### src/rtl/sddt_cmd_arbiter_if.sv
// Command-stream bundle between the requesters, the command arbiter and the command FIFO.
// The slave modport is the arbiter's view; the master modport is the surrounding environment's view.
interface sddt_cmd_arbiter_if #(
    parameter int NUM_REQ    = 4,
    parameter int DATA_WIDTH = 128
);
    logic [NUM_REQ*DATA_WIDTH-1:0] S_AXIS_REQ_tdata;
    logic [NUM_REQ-1:0]            S_AXIS_REQ_tvalid;
    logic [NUM_REQ-1:0]            S_AXIS_REQ_tlast;
    logic [NUM_REQ-1:0]            S_AXIS_REQ_tready;
    logic [DATA_WIDTH-1:0]         M_AXIS_CMD_tdata;
    logic                          M_AXIS_CMD_tvalid;
    logic                          M_AXIS_CMD_tlast;
    logic                          M_AXIS_CMD_tready;

    modport slave (
        input  S_AXIS_REQ_tdata, S_AXIS_REQ_tvalid, S_AXIS_REQ_tlast, M_AXIS_CMD_tready,
        output S_AXIS_REQ_tready, M_AXIS_CMD_tdata, M_AXIS_CMD_tvalid, M_AXIS_CMD_tlast
    );

    modport master (
        output S_AXIS_REQ_tdata, S_AXIS_REQ_tvalid, S_AXIS_REQ_tlast, M_AXIS_CMD_tready,
        input  S_AXIS_REQ_tready, M_AXIS_CMD_tdata, M_AXIS_CMD_tvalid, M_AXIS_CMD_tlast
    );
endinterface

### src/rtl/sddt_cmd_arbiter.sv
// Round-robin, packet-atomic merge of NUM_REQ command streams into one registered output stream.
// Optional macro SDDT_CMD_ARB_STATS_EN enables saturating per-requester completed-packet counters.
module sddt_cmd_arbiter #(
    parameter int NUM_REQ    = 4,
    parameter int DATA_WIDTH = 128,
    parameter int CNT_WIDTH  = 16
) (
    input  logic                         axi_aclk,
    input  logic                         axi_aresetn,
    sddt_cmd_arbiter_if.slave            bus,
    output logic [$clog2(NUM_REQ)-1:0]   grant_id,
    output logic                         busy,
    output logic [NUM_REQ*CNT_WIDTH-1:0] pkt_count
);
    localparam int ID_WIDTH = $clog2(NUM_REQ);

    typedef enum logic {IDLE, GRANT} state_t;

    state_t              state;
    logic [ID_WIDTH-1:0] last_grant;
    logic [ID_WIDTH-1:0] winner;
    logic                can_take;
    logic                accept;
    logic                accept_last;

    // The output register can take a new beat when it is empty or being drained this cycle.
    always_comb begin
        can_take    = !bus.M_AXIS_CMD_tvalid || bus.M_AXIS_CMD_tready;
        accept      = (state == GRANT) && bus.S_AXIS_REQ_tvalid[grant_id] && can_take;
        accept_last = accept && bus.S_AXIS_REQ_tlast[grant_id];
    end

    always_comb begin
        bus.S_AXIS_REQ_tready = '0;
        if (state == GRANT && can_take)
            bus.S_AXIS_REQ_tready[grant_id] = 1'b1;
    end

    // Search starts just past the previous winner, so every requester is at most NUM_REQ-1 packets away.
    always_comb begin
        logic found;
        winner = last_grant;
        found  = 1'b0;
        for (int k = 1; k <= NUM_REQ; k++) begin
            if (!found && bus.S_AXIS_REQ_tvalid[(int'(last_grant) + k) % NUM_REQ]) begin
                winner = ID_WIDTH'((int'(last_grant) + k) % NUM_REQ);
                found  = 1'b1;
            end
        end
    end

    // NOTE: sequential state uses non-blocking assignments so every flop samples pre-edge values.
    always_ff @(posedge axi_aclk) begin
        if (!axi_aresetn) begin
            state                 <= IDLE;
            grant_id              <= '0;
            last_grant            <= ID_WIDTH'(NUM_REQ - 1);
            bus.M_AXIS_CMD_tvalid <= 1'b0;
            bus.M_AXIS_CMD_tlast  <= 1'b0;
            bus.M_AXIS_CMD_tdata  <= '0;
        end else begin
            case (state)
                IDLE: begin
                    if (|bus.S_AXIS_REQ_tvalid) begin
                        grant_id <= winner;
                        state    <= GRANT;
                    end
                end
                GRANT: begin
                    if (accept_last) begin
                        last_grant <= grant_id;
                        state      <= IDLE;
                    end
                end
                default: state <= IDLE;
            endcase

            if (accept) begin
                bus.M_AXIS_CMD_tvalid <= 1'b1;
                bus.M_AXIS_CMD_tdata  <= bus.S_AXIS_REQ_tdata[int'(grant_id)*DATA_WIDTH +: DATA_WIDTH];
                bus.M_AXIS_CMD_tlast  <= bus.S_AXIS_REQ_tlast[grant_id];
            end else if (bus.M_AXIS_CMD_tready) begin
                bus.M_AXIS_CMD_tvalid <= 1'b0;
            end
        end
    end

    assign busy = (state == GRANT) || bus.M_AXIS_CMD_tvalid;

`ifdef SDDT_CMD_ARB_STATS_EN
    logic [CNT_WIDTH-1:0] cnt [NUM_REQ];

    always_ff @(posedge axi_aclk) begin
        if (!axi_aresetn) begin
            for (int i = 0; i < NUM_REQ; i++)
                cnt[i] <= '0;
        end else if (accept_last && (cnt[grant_id] != {CNT_WIDTH{1'b1}})) begin
            cnt[grant_id] <= cnt[grant_id] + 1'b1;
        end
    end

    for (genvar g = 0; g < NUM_REQ; g++) begin : g_cnt
        assign pkt_count[g*CNT_WIDTH +: CNT_WIDTH] = cnt[g];
    end
`else
    assign pkt_count = '0;
`endif

endmodule

### src/flat_wrapper.sv
// flat-port wrapper written by rule: the top's interface ports become plain ports
module sddt_cmd_arbiter_flat 
#(
    parameter int NUM_REQ    = 4,
    parameter int DATA_WIDTH = 128,
    parameter int CNT_WIDTH  = 16
)
  (axi_aclk, axi_aresetn, grant_id, busy, pkt_count, bus_S_AXIS_REQ_tdata, bus_S_AXIS_REQ_tvalid, bus_S_AXIS_REQ_tlast, bus_M_AXIS_CMD_tready, bus_S_AXIS_REQ_tready, bus_M_AXIS_CMD_tdata, bus_M_AXIS_CMD_tvalid, bus_M_AXIS_CMD_tlast);
  sddt_cmd_arbiter_if #(.NUM_REQ(NUM_REQ), .DATA_WIDTH(DATA_WIDTH)) bus_i ();
  input  logic axi_aclk;
  input  logic axi_aresetn;
  output logic [$clog2(NUM_REQ)-1:0] grant_id;
  output logic busy;
  output logic [NUM_REQ*CNT_WIDTH-1:0] pkt_count;
  input wire logic [$bits(bus_i.S_AXIS_REQ_tdata)-1:0] bus_S_AXIS_REQ_tdata;
  input wire logic [$bits(bus_i.S_AXIS_REQ_tvalid)-1:0] bus_S_AXIS_REQ_tvalid;
  input wire logic [$bits(bus_i.S_AXIS_REQ_tlast)-1:0] bus_S_AXIS_REQ_tlast;
  input wire logic [$bits(bus_i.M_AXIS_CMD_tready)-1:0] bus_M_AXIS_CMD_tready;
  output wire logic [$bits(bus_i.S_AXIS_REQ_tready)-1:0] bus_S_AXIS_REQ_tready;
  output wire logic [$bits(bus_i.M_AXIS_CMD_tdata)-1:0] bus_M_AXIS_CMD_tdata;
  output wire logic [$bits(bus_i.M_AXIS_CMD_tvalid)-1:0] bus_M_AXIS_CMD_tvalid;
  output wire logic [$bits(bus_i.M_AXIS_CMD_tlast)-1:0] bus_M_AXIS_CMD_tlast;
  assign bus_i.S_AXIS_REQ_tdata = bus_S_AXIS_REQ_tdata;
  assign bus_i.S_AXIS_REQ_tvalid = bus_S_AXIS_REQ_tvalid;
  assign bus_i.S_AXIS_REQ_tlast = bus_S_AXIS_REQ_tlast;
  assign bus_i.M_AXIS_CMD_tready = bus_M_AXIS_CMD_tready;
  assign bus_S_AXIS_REQ_tready = bus_i.S_AXIS_REQ_tready;
  assign bus_M_AXIS_CMD_tdata = bus_i.M_AXIS_CMD_tdata;
  assign bus_M_AXIS_CMD_tvalid = bus_i.M_AXIS_CMD_tvalid;
  assign bus_M_AXIS_CMD_tlast = bus_i.M_AXIS_CMD_tlast;
  sddt_cmd_arbiter #(.NUM_REQ(NUM_REQ), .DATA_WIDTH(DATA_WIDTH), .CNT_WIDTH(CNT_WIDTH)) u_core (.axi_aclk(axi_aclk), .axi_aresetn(axi_aresetn), .bus(bus_i), .grant_id(grant_id), .busy(busy), .pkt_count(pkt_count));
endmodule
### config.mk
export PLATFORM = sky130hd
export DESIGN_NAME = sddt_cmd_arbiter_flat
export DESIGN_NICKNAME = d
export VERILOG_FILES = /design/src/rtl/sddt_cmd_arbiter_if.sv /design/src/rtl/sddt_cmd_arbiter.sv /design/src/flat_wrapper.sv
export SDC_FILE = /design/constraint.sdc
export NUM_CORES = 1
export LEC_CHECK = 0
export BUFFER_PORTS_ARGS = -buffer_cell sky130_fd_sc_hd__buf_2
export CAP_MARGIN = 20
export CELL_PAD_IN_SITES_DETAIL_PLACEMENT = 1
export CELL_PAD_IN_SITES_GLOBAL_PLACEMENT = 2
export CORE_AREA = 5 5 280 282
export CTS_CLUSTER_SIZE = 12
export DETAILED_ROUTE_END_ITERATION = 6
export DIE_AREA = 0 0 285 287
export PLACE_DENSITY = 0.57
export SYNTH_ARGS = -nofsm -noshare
export SYNTH_HDL_FRONTEND = slang
export SYNTH_SLANG_ARGS = --single-unit
### constraint.sdc
create_clock -name axi_aclk -period 2.4 [get_ports axi_aclk]
set_input_delay 0.48 -clock axi_aclk [delete_from_list [all_inputs] [get_ports axi_aclk]]
set_output_delay 0.48 -clock axi_aclk [all_outputs]
set_load 0.02 [all_outputs]
==> impl_metrics.py <==
metrics = {
    "synthesis": {
        "synth_edf_count": 0,
        "synth_top_flop_cell": "dfxtp_1",
        "synth_top_area_frac": 0.3376,
        "synth.most_common_cell": "nand2_1",
        "synth.avg_cell_area_um2": 10.49,
        "synth.distinct_cells": 28,
        "syn_area_mm2": 0.008672,
        "async_flop_share": 0,
        "syn_inst": 827,
        "seq_area_frac_synth": 0.3116,
        "synth_seq_cells": 135,
        "synthTopCellsByCount": "nand2_1, dfxtp_1, a21boi_1",
        "ys_warn_count": 0,
        "synthTopCellsByArea": "mux4_2, dfxtp_1, a21boi_1",
        "synth_top_area_cell": "mux4_2",
    },
    "sta": {
        "tns_ns": 0,
        "worst_slack_ns": 0.2931,
        "worst_pin_slew_ns": 0.5685,
        "final_max_slew_viol_count": 0,
        "setup_violations": 0,
        "rsz0062_at_grt": "no",
        "hold_viol": 0,
        "max_freq_mhz": 474.6,
        "layout_min_cycle_time_ns": 2.107,
        "min_period_over_period": 0.8779,
        "relSlewSlack": 0.6210,
        "skew_ns": 0.01623,
    },
    "power": {
        "peakVddDrop_mv": 0.3493,
        "comb_power_share": 0.318,
        "power.density_mw_per_mm2": 591.6,
        "p_total_mw": 7.967,
        "power_frac_clock": 0.364,
        "power.leakage_nw": 5.902,
        "power.internal_mw": 5.374,
        "p_switching_mw": 2.593,
        "switching_share": 0.3254,
        "pwr-share-seq": 0.318,
    },
    "run_status": {
        "status": "completed",
    },
    "detailed_routing": {
        "vias_per_cell": 3.614,
        "drt_wl_total_um": 42850,
        "drc": 0,
        "wl_per_cell_um": 17.55,
        "vias": 8826,
        "antenna_left": 0,
        "drt-initial-drc-count": 262,
        "drt_pre_antenna_iters": 4,
    },
    "setup_path": {
        "cp_max_fo": 66,
        "timing_worst_setup_path_type": "flip-flop to output port",
        "critical_path_required_ns": 1.92,
        "start_kind": "flip-flop",
        "reg2reg_depth": 5,
        "worstPathArrival_ns": 1.63,
        "end_kind": "output port",
    },
    "grt": {
        "track_usage": 0.09924,
        "grt_pass1_vias": 9805,
        "grt_pass1_wl_um": 61510,
        "grt_max_degree": 136,
        "antenna_found_initial": 0,
        "grt-ovfl-total": 0,
    },
    "placement": {
        "dp_hpwl_um": 35670,
        "portBuffers": 659,
        "place_congestion": 0.8974,
        "place_ws_ns": 0.2798,
    },
    "finish": {
        "fillerInstances": 8990,
        "seq_area_mm2": 0.002710,
        "drive_gt1_frac": 0.5779,
        "diodes": 0,
        "fin_nets": 1974,
        "area_growth_syn_to_layout_pct": 55.29,
        "multiInputGateArea_mm2": 0.005320,
        "fin_util": 0.1785,
    },
    "die": {
        "ios": 724,
        "start_util": 0.1149,
        "die_x_um": 285,
        "core_area_mm2": 0.07544,
        "core.rowCount": 101,
        "die_h_um": 287,
        "die-area_mm2": 0.08180,
    },
    "clocking": {
        "clock_latency_ns": 0.47,
        "cts_hold_buf": 0,
        "cts-root-buf": "clkbuf_16",
        "clockBufferDepth": 2,
        "cts_resized": 0,
        "cts.clk_slew.worst_paths_ns": 0.07,
        "cts_tree": "done",
        "htree_levels": 4,
        "cts_buffers": 17,
        "cts_sinks": 135,
        "postCtsSetupBuffers": 0,
    },
    "min_path": {
        "hold_depth": 4,
        "min_path_type": "input port to flip-flop",
    },
    "flow_run": {
        "max-cap-violations": 0,
    },
}
[logic make-up after synthesis]
logic type             after synthesis  synth area share
buffers and inverters              139            0.1036
DFF                                135            0.3116
AOI/OAI and AO/OA                  139            0.1193
muxes                              131            0.3388
and+or+nand+nor                    282            0.1262
other                                1         0.0004324
[final cells by class]
class,instances,area share
timing repair buffer,680,0.2661
sequential,135,0.2012
multi-input combinational,616,0.3951
inverter,1,0.0002787
tap,978,0.09087
clock buffer,18,0.03187
clock inverter,14,0.01459
[power by group through the flow]
| stage | registers (mW) | logic [mW] | clock network, mW |
|---|---|---|---|
| finish | 2.53 | 2.54 | 2.90 |
| global route | 2.56 | 2.77 | 3.16 |
| CTS | 2.54 | 2.61 | 3.10 |
| detailed placement | 2.59 | 2.60 | 0 |
| global placement | 2.58 | 2.58 | 0 |
| floorplan | 2.78 | 1.42 | 0 |
[worst max-delay path: stages, from the launching register on]
cell	delay, ns
dfxtp_4	0.39
buf_12	0.27
nand3_1	0.17
nor2_1	0.11
buf_2	0.17
[flip-flops by register name, indices dropped and copies added (netlist names)]
signal	cells
u_core.bus.M_AXIS_CMD_tdata	128
u_core.bus.M_AXIS_CMD_tvalid	1
u_core.grant_id	2
u_core.bus.M_AXIS_CMD_tlast	1
u_core.last_grant	2
u_core.state	1
[cells in the final DEF, fill, tap and decap left out, drive strengths merged]
| cell type | n |
|---|---|
| nand2b | 3 |
| clkinv | 4 |
| nand2 | 261 |
| nand4 | 1 |
| bufinv | 4 |
| nor4 | 1 |
| o21ai | 2 |
| or2 | 1 |
| a31oi | 1 |
| a21oi | 1 |
| mux2i | 1 |
| a21boi | 131 |
| nand3 | 3 |
| o211ai | 3 |
| clkbuf | 18 |
| o31ai | 1 |
| inv | 4 |
| dfxtp | 135 |
| clkinvlp | 3 |
| and3 | 1 |
| nor2 | 6 |
| nor2b | 3 |
| mux4 | 130 |
| nor3 | 2 |
| buf | 680 |
| conb | 64 |
[stage by stage]
step | hold slack (ns) | cell area, um^2 | instances
4_1_cts | 0.3025 | 13470 | 2442
2_1_floorplan | 0.4706 | 8909 | 890
6_report | 0.3497 | 13470 | 2442
5_1_grt | 0.3359 | 13470 | 2442
3_3_place_gp | 0.4391 | 12840 | 2410
3_5_place_dp | 0.4420 | 12840 | 2410
[routing by layer]
metal	global-route usage	share of wire
met3	0.02831	0.065
met2	0.1870	0.54
met5	0	0
met4	0.03288	0.022
met1	0.1065	0.37
[final timing paths]
kind | slack (ns) | end | start
max | 0.29 | bus_S_AXIS_REQ_tready[3] | u_core.grant_id[1]
min | 0.35 | u_core.grant_id[0] | bus_S_AXIS_REQ_tvalid[2]
max reg2reg | 0.49 | u_core.bus.M_AXIS_CMD_tdata[34] | u_core.grant_id[1]
min reg2reg | 0.45 | u_core.bus.M_AXIS_CMD_tdata[113] | u_core.bus.M_AXIS_CMD_tdata[113]
No activity file was read; power rests on OpenSTA's default activity.
